**config.mk**
```make
export PLATFORM = sky130hd
export DESIGN_NAME = hilo_muldiv_ctrl
export DESIGN_NICKNAME = d
export VERILOG_FILES = /design/src/rtl/hilo_muldiv_ctrl.sv
export SDC_FILE = /design/constraint.sdc
export NUM_CORES = 2
export LEC_CHECK = 0
export ABC_AREA = 1
export BUFFER_PORTS_ARGS = -buffer_cell sky130_fd_sc_hd__buf_2
export CAP_MARGIN = 25
export CORE_ASPECT_RATIO = 1.75
export CORE_MARGIN = 1
export CORE_UTILIZATION = 41
export DETAILED_ROUTE_END_ITERATION = 10
export GPL_ROUTABILITY_DRIVEN = 0
export HOLD_SLACK_MARGIN = 0.1
export PLACE_DENSITY = 0.58
export SLEW_MARGIN = 20
export SYNTH_ARGS = -nofsm -noshare
export SYNTH_HDL_FRONTEND = slang
export SYNTH_SLANG_ARGS = --single-unit
```
**constraint.sdc**
```tcl
create_clock -name clk -period 6.9 [get_ports clk]
set_input_delay 1.035 -clock clk [delete_from_list [all_inputs] [get_ports clk]]
set_output_delay 1.035 -clock clk [all_outputs]
set_load 0.02 [all_outputs]
```
**src/rtl/hilo_muldiv_ctrl.sv**
```systemverilog
// rtl/hilo_muldiv_ctrl.sv - HI/LO register owner and multiply/divide sequencer beside EX
module hilo_muldiv_ctrl #(
  parameter int MUL_LAT = 2
) (
  input  logic        clk,
  input  logic        resetn,
  input  logic        op_valid,
  input  logic        flush,
  input  logic        is_mult,
  input  logic        is_multu,
  input  logic        is_mul,
  input  logic        is_div,
  input  logic        is_divu,
  input  logic        hi_wen,
  input  logic        lo_wen,
  input  logic        read_hi,
  input  logic        read_lo,
  input  logic [31:0] rs_data,
  input  logic [31:0] rt_data,
  output logic        stall,
  output logic        busy,
  output logic [31:0] hi_out,
  output logic [31:0] lo_out,
  output logic [31:0] product_lo,
  output logic        product_valid
);

  typedef enum logic [1:0] {IDLE, MUL, MUL_GPR, DIV} state_t;

  localparam logic [5:0] MUL_LAST = 6'(MUL_LAT);
  localparam logic [5:0] DIV_LAST = 6'd32;

  state_t      state, state_nxt;
  logic [5:0]  cnt, cnt_nxt;

  logic        any_op, hazard, issue;
  logic        mul_last, gpr_last, div_last;

  // multiply operands, already extended to 33 bits at issue
  logic [32:0] mul_a, mul_b;
  logic [63:0] mul_ext_a, mul_ext_b, mul_prod;

  // restoring divider state: div_q shifts the dividend out and the quotient in
  logic [31:0] div_q, div_d, div_r, div_rs;
  logic        div_neg_q, div_neg_r, div_zero;
  logic [32:0] r_shift;
  logic        r_ge;
  logic [31:0] r_step, q_step, q_fix, r_fix;

  assign any_op = is_mult | is_multu | is_mul | is_div | is_divu |
                  hi_wen | lo_wen | read_hi | read_lo;
  assign busy   = (state != IDLE);
  assign hazard = op_valid & busy & any_op;
  // busy is zero in IDLE, so the hazard term can never block an IDLE issue
  assign issue  = op_valid & ~flush & (state == IDLE);

  assign mul_last = (state == MUL)     && (cnt == MUL_LAST);
  assign gpr_last = (state == MUL_GPR) && (cnt == MUL_LAST);
  assign div_last = (state == DIV)     && (cnt == DIV_LAST);

  // a held mul stalls only for itself; the hazard term would otherwise
  // keep it stalled through its own result cycle
  assign stall = (state == MUL_GPR) ? (cnt != MUL_LAST)
                                    : (hazard | (issue & is_mul));

  // 64-bit modular product of the sign-extended operands gives the exact
  // signed/unsigned 64-bit result
  assign mul_ext_a = {{31{mul_a[32]}}, mul_a};
  assign mul_ext_b = {{31{mul_b[32]}}, mul_b};
  assign mul_prod  = mul_ext_a * mul_ext_b;

  assign product_valid = gpr_last & ~flush;
  assign product_lo    = product_valid ? mul_prod[31:0] : 32'd0;

  // one restoring iteration; when the trial subtract succeeds the true
  // difference is below the divisor, so the low 32 bits are exact
  assign r_shift = {div_r, div_q[31]};
  assign r_ge    = (r_shift >= {1'b0, div_d});
  assign r_step  = r_ge ? (r_shift[31:0] - div_d) : r_shift[31:0];
  assign q_step  = {div_q[30:0], r_ge};
  assign q_fix   = div_neg_q ? (32'd0 - q_step) : q_step;
  assign r_fix   = div_neg_r ? (32'd0 - r_step) : r_step;

  // state and iteration counter register
  always_ff @(posedge clk or negedge resetn) begin
    if (!resetn) begin
      state <= IDLE;
      cnt   <= 6'd0;
    end else begin
      state <= state_nxt;
      cnt   <= cnt_nxt;
    end
  end

  // next-state: counter starts at 1 in the first busy cycle
  always_comb begin
    state_nxt = state;
    cnt_nxt   = cnt;
    case (state)
      IDLE: begin
        if (issue && (is_mult || is_multu)) begin
          state_nxt = MUL;
          cnt_nxt   = 6'd1;
        end else if (issue && is_mul) begin
          state_nxt = MUL_GPR;
          cnt_nxt   = 6'd1;
        end else if (issue && (is_div || is_divu)) begin
          state_nxt = DIV;
          cnt_nxt   = 6'd1;
        end
      end
      MUL: begin
        if (mul_last) begin
          state_nxt = IDLE;
          cnt_nxt   = 6'd0;
        end else begin
          cnt_nxt = cnt + 6'd1;
        end
      end
      MUL_GPR: begin
        if (flush || gpr_last) begin
          state_nxt = IDLE;
          cnt_nxt   = 6'd0;
        end else begin
          cnt_nxt = cnt + 6'd1;
        end
      end
      DIV: begin
        if (div_last) begin
          state_nxt = IDLE;
          cnt_nxt   = 6'd0;
        end else begin
          cnt_nxt = cnt + 6'd1;
        end
      end
    endcase
  end

  // multiply operand capture at issue
  always_ff @(posedge clk or negedge resetn) begin
    if (!resetn) begin
      mul_a <= 33'd0;
      mul_b <= 33'd0;
    end else if (issue && (is_mult || is_multu || is_mul)) begin
      mul_a <= {rs_data[31] & ~is_multu, rs_data};
      mul_b <= {rt_data[31] & ~is_multu, rt_data};
    end
  end

  // divider: latch magnitudes and signs at issue, then one bit per cycle
  always_ff @(posedge clk or negedge resetn) begin
    if (!resetn) begin
      div_q     <= 32'd0;
      div_d     <= 32'd0;
      div_r     <= 32'd0;
      div_rs    <= 32'd0;
      div_neg_q <= 1'b0;
      div_neg_r <= 1'b0;
      div_zero  <= 1'b0;
    end else if (issue && (is_div || is_divu)) begin
      div_q     <= (is_div && rs_data[31]) ? (32'd0 - rs_data) : rs_data;
      div_d     <= (is_div && rt_data[31]) ? (32'd0 - rt_data) : rt_data;
      div_r     <= 32'd0;
      div_rs    <= rs_data;
      div_neg_q <= is_div & (rs_data[31] ^ rt_data[31]);
      div_neg_r <= is_div & rs_data[31];
      div_zero  <= (rt_data == 32'd0);
    end else if (state == DIV) begin
      div_q <= q_step;
      div_r <= r_step;
    end
  end

  // HI/LO architectural registers; completions and mthi/mtlo never coincide
  // because moves only issue from IDLE
  always_ff @(posedge clk or negedge resetn) begin
    if (!resetn) begin
      hi_out <= 32'd0;
      lo_out <= 32'd0;
    end else if (mul_last) begin
      hi_out <= mul_prod[63:32];
      lo_out <= mul_prod[31:0];
    end else if (div_last) begin
      hi_out <= div_zero ? div_rs : r_fix;
      lo_out <= div_zero ? 32'hFFFF_FFFF : q_fix;
    end else if (issue) begin
      if (hi_wen) hi_out <= rs_data;
      if (lo_wen) lo_out <= rs_data;
    end
  end

endmodule

```
Word-level counts from Yosys, hierarchy flattened
Index checks and enable logic that the tools add are counted.
Widths: inputs -> output; s select.
Cells by class
  multiply operators: 1
  reductions and logical operators: 23
  muxes and demuxes: 35
  $add $sub $neg: 6
  equality and inequality tests: 10
  bitwise operators: 22
  order comparisons: 1
Operator list (number)
  $mux 32: 20
  $sub 1x32->32 const A: 4
  $mul 33x33->64: 1
  $mux 6: 6
  $ge 33x32->1: 1
  $logic_not 32->1: 1
  $sub 32x32->32: 1
  $pmux 6 s4: 1
  $mux 2: 6
  $and 1x1->1: 10
  $logic_and 1x1->1: 9
  $or 1x1->1: 9
  $reduce_bool 3->1: 3
  $pmux 2 s4: 1
  $add 6x1->6 const B: 1
  $eq 6x2->1 const B: 1
  $eq 6x6->1 const B: 1
  $ne 6x2->1 const B: 1
  $eq 2x2->1 const B: 2
  $logic_or 1x1->1: 4
  $ne 2x2->1 const B: 2
  $ne 4x1->1 const B: 1
  $reduce_and 2->1: 2
  $reduce_and 4->1: 1
  7 further kinds: 9
Storage, ports and cells
  register bits after elaboration: 269
  output and inout bits: 99
  input bits: 77

Logic depth before layout (Yosys ltp)
  depth after elaboration: 11
  depth in mapped cells: 38
  depth with buffers taken out: 36

Worst setup path after synthesis
Ideal clock, no wire load.
  path type: reg2out
  start point: reg mul_a[16]
  end point: out product_lo[31]
  slack: -0.721 ns
  arrival: 6.586 ns
  cell stages (with the launch flop): 25
  required time: 5.865 ns
  path through: dfrtp_1 clkbuf_1 clkbuf_1 nand2_1 fa_1 fa_1 fa_1 inv_1 fa_1 inv_1 fa_1 inv_1 fa_1 fa_1 inv_1 fa_1 inv_1 ha_1 nand2_1 nor2_1 inv_1 o31ai_1 a21oi_1 xor2_1 nor2_1
On the way
  word-level cells in the longest chain between the ends: 2
RTL lines
  from (decl): RTL line 40  | logic [32:0] mul_a, mul_b;
  from (signal assigned): RTL line 145  | mul_a <= {rs_data[31] & ~is_multu, rs_data};
  $mul 33x33->64: RTL line 70  | assign mul_prod = mul_ext_a * mul_ext_b;
  $mux 32: RTL line 73  | assign product_lo = product_valid ? mul_prod[31:0] : 32'd0;
  to (decl): RTL line 24  | output logic [31:0] product_lo,
Every way passes these cells.

Final worst setup path
  start point: reg mul_a[17]
  end point: out product_lo[28]
Same word-level chain as after synthesis.

==> reports/metrics.csv <==
metric;value;unit
sequential area share after synthesis;0.116;
via/cell ratio;5.14;
Syn Area/Cell;7.55;um^2
clk root buf;clkbuf_16;
Warnings, synthesis;0;
Detailed Route Iter0 Violations;3322;
CTS tree;built;
die height;500;um
crit path max-delay cell type;fa_2;
Num CTS Buffers;30;
DP HPWL;174;mm
Pre-antenna DRT Iters;6;
Worst Reg-to-Reg Cells;38;
most used cell, CP;fa_1;
CP endpoint kind;output port;
# DRC;0;
transition time of the tightest slew-check pin;1.07;ns
Synth Area in Compound Gates;0.0713;
post-route antenna net violation count;0;
Layout Skew;0.0377;ns
first-pass GRT wire length;321;mm
Placeable Area;141000;um^2
status;complete, but fails checks;
share of layout cells above drive strength 1;0.198;
reg2reg end;hi_out[26];
routed wire length per instance;20.8;um
area share of the largest cell type after synthesis;0.388;
cell area after synthesis;58100;um^2
CTS Buffer Depth;3;
Syn Nets;9149;
clk sink count;269;
largest net degree at the start of global routing;115;
HP Class;in -> async;
vias;52200;
min Tclk post-route;8.40;ns
boundary pin count;176;
WP data arrival;7.36;ns
Total Wirelength;211;mm
antenna violations before repair;10;
Synth Area in Simple Gates;0.189;
vias in the first global route;55600;
GRT Residual Overflow;0;
final cycle utilization of the critical path;1.22;
crit-path max cell delay;0.56;ns
H-tree depth;1;
Synth area leaders;fa_1 39%, inv_1 14%, nand2_1 13%;
most common cell after layout, fill and taps aside;inv_1;
relative slew slack;0.287;
commonest cells after routing, fill and taps aside;2011 x inv_1, 1927 x nand2_1, 1055 x fa_1, 611 x buf_4, 267 x nor2_1;
max-cap violation count;0;
Synth Area in Adders;0.442;
CP Capture Point;product_lo[28];
Worst R2R Setup Slack;-0.83;ns
CP required;5.86;ns
CP Launch Type;flop;
mux cell area share after synthesis;0;
RSZ-0062 raised after global routing;true;
Gate Count Post-Synth;7695;
main combinational cell family by area after synthesis;adder cells;
R2R Path Start;mul_b[1];
area leader, netlist;fa_1;
Crit Path Class;reg -> out;
Setup-failing EPs final;60;
pre-CTS setup slack;-1.31;ns
Clk Latency, worst-skew pair;0.67;ns
Global Route Usage Sum;0.297;
# hold bufs at CTS;0;
fmax;119;MHz
crit path launch;mul_a[17];
standard-cell row count;182;
Synth Register Bits;269;
Port Buf Inserts;175;
clk slew on worst S/H paths;0.07;ns
fin util;0.504;
Initial Util;0.413;
synthesis-to-layout area growth;21.9;%
die width;286;um
Final Max Slew Viols;0;
Hold Vio Cnt, Final;0;
fillers;13500;
Synth cell types;55;
failing checks;setup timing;
final net count;9731;
Critical Path Fanout Max;11;
setup ws final;-1.50;ns
Synth Area in XOR/XNOR;0.0186;
die area;143000;um^2
-- worst max-delay path, delay by kind of cell (launching register included) --
kind	cells	cell delay, ns
adder cells (fa/ha/maj)	9	4.28
buffers and inverters	9	0.91
AND/OR/NAND/NOR	7	0.82
flip-flops	1	0.39
XOR/XNOR	1	0.19
AO/OA/AOI/OAI	1	0.09
-- logic make-up (layout without fill, tap and decap cells) --
family	after synthesis	in the layout
buf+inv	2492	3094
fa+ha+maj	1377	1377
flops	269	269
other cells	0	9
xor+xnor	123	123
simple gates	2706	2706
compound gates	728	728
-- timing repair --
action | CTS | global route
gates resized for setup | 306 | 360
cloned | 3 | 3
endpoints found under the setup margin | 66 | 70
pin swaps | 89 | 184
setup buffers | 51 | 65
-- synth_stat cells (all sizes together) --
cell type,n
nor2,348
a31oi,33
xor2,83
nand3b,6
xnor2,40
a21boi,3
o21ai,310
o41ai,1
a21o,8
a21oi,226
inv,2107
buf,28
o211ai,46
dfrtp,269
clkinv,3
nor4,5
a221oi,5
o221ai,24
and3,3
clkbuf,354
and2,5
o22ai,35
nand4,37
nor3,47
ha,251
o31ai,5
or4,1
o21bai,8
fa,1126
or2,14
a22o,4
o311ai,14
nor3b,2
nand2,2050
nand3,187
or3,1
o21a,6
-- flip-flops by register name, summed over array words and instances, names as in the netlist --
register / cells
lo_out: 32
div_zero: 1
cnt: 6
hi_out: 32
div_neg_q: 1
state: 2
div_q: 32
div_rs: 32
mul_a: 33
mul_b: 33
div_d: 32
div_r: 32
div_neg_r: 1
-- cell type report --
cell class	count	area, um^2	area share
diodes	9	22.5	0.000318
clock buffers	35	790	0.0112
clock inverters	17	205	0.00290
inverters	2110	7930	0.112
multi-input cells	4934	44700	0.631
flip-flops and latches	269	6760	0.0955
well taps	1840	2300	0.0325
repair buffers	932	8120	0.115
-- worst min path at each step --
stage	slack, ns	from	endpoint	depth (start not counted)
detailed placement	0.46	lo_out[12]	lo_out[12]	2
global route	0.27	resetn	div_q[20]	1
floorplan	0.45	div_rs[6]	div_rs[6]	2
CTS	0.25	resetn	div_q[20]	1
finish	0.25	resetn	div_q[20]	1
global placement	0.46	lo_out[30]	lo_out[30]	2
-- through the flow --
stage                     area (um^2)  hold slack, ns  instances  TNS [ns]
after detailed placement        66200           0.464       9964    -43.49
final                           70800           0.245      10100    -43.26
after CTS                       68800           0.247      10100    -42.30
after global routing            70800           0.268      10100    -58.37
after global placement          66200           0.462       9964    -44.24
after floorplan                 59300           0.448       7695     -2.70
-- routing by layer --
layer,track usage,vias to the layer above,wire length [um]
met5,0,-,27
met4,0.213,4,19200
met3,0.0301,762,10200
met2,0.539,1778,109000
met1,0.318,26200,72000
li1,-,23500,-
Power is left out: the tool's default activity adds up to more than one toggle a clock period on the data nets, which glitch-free logic cannot reach.
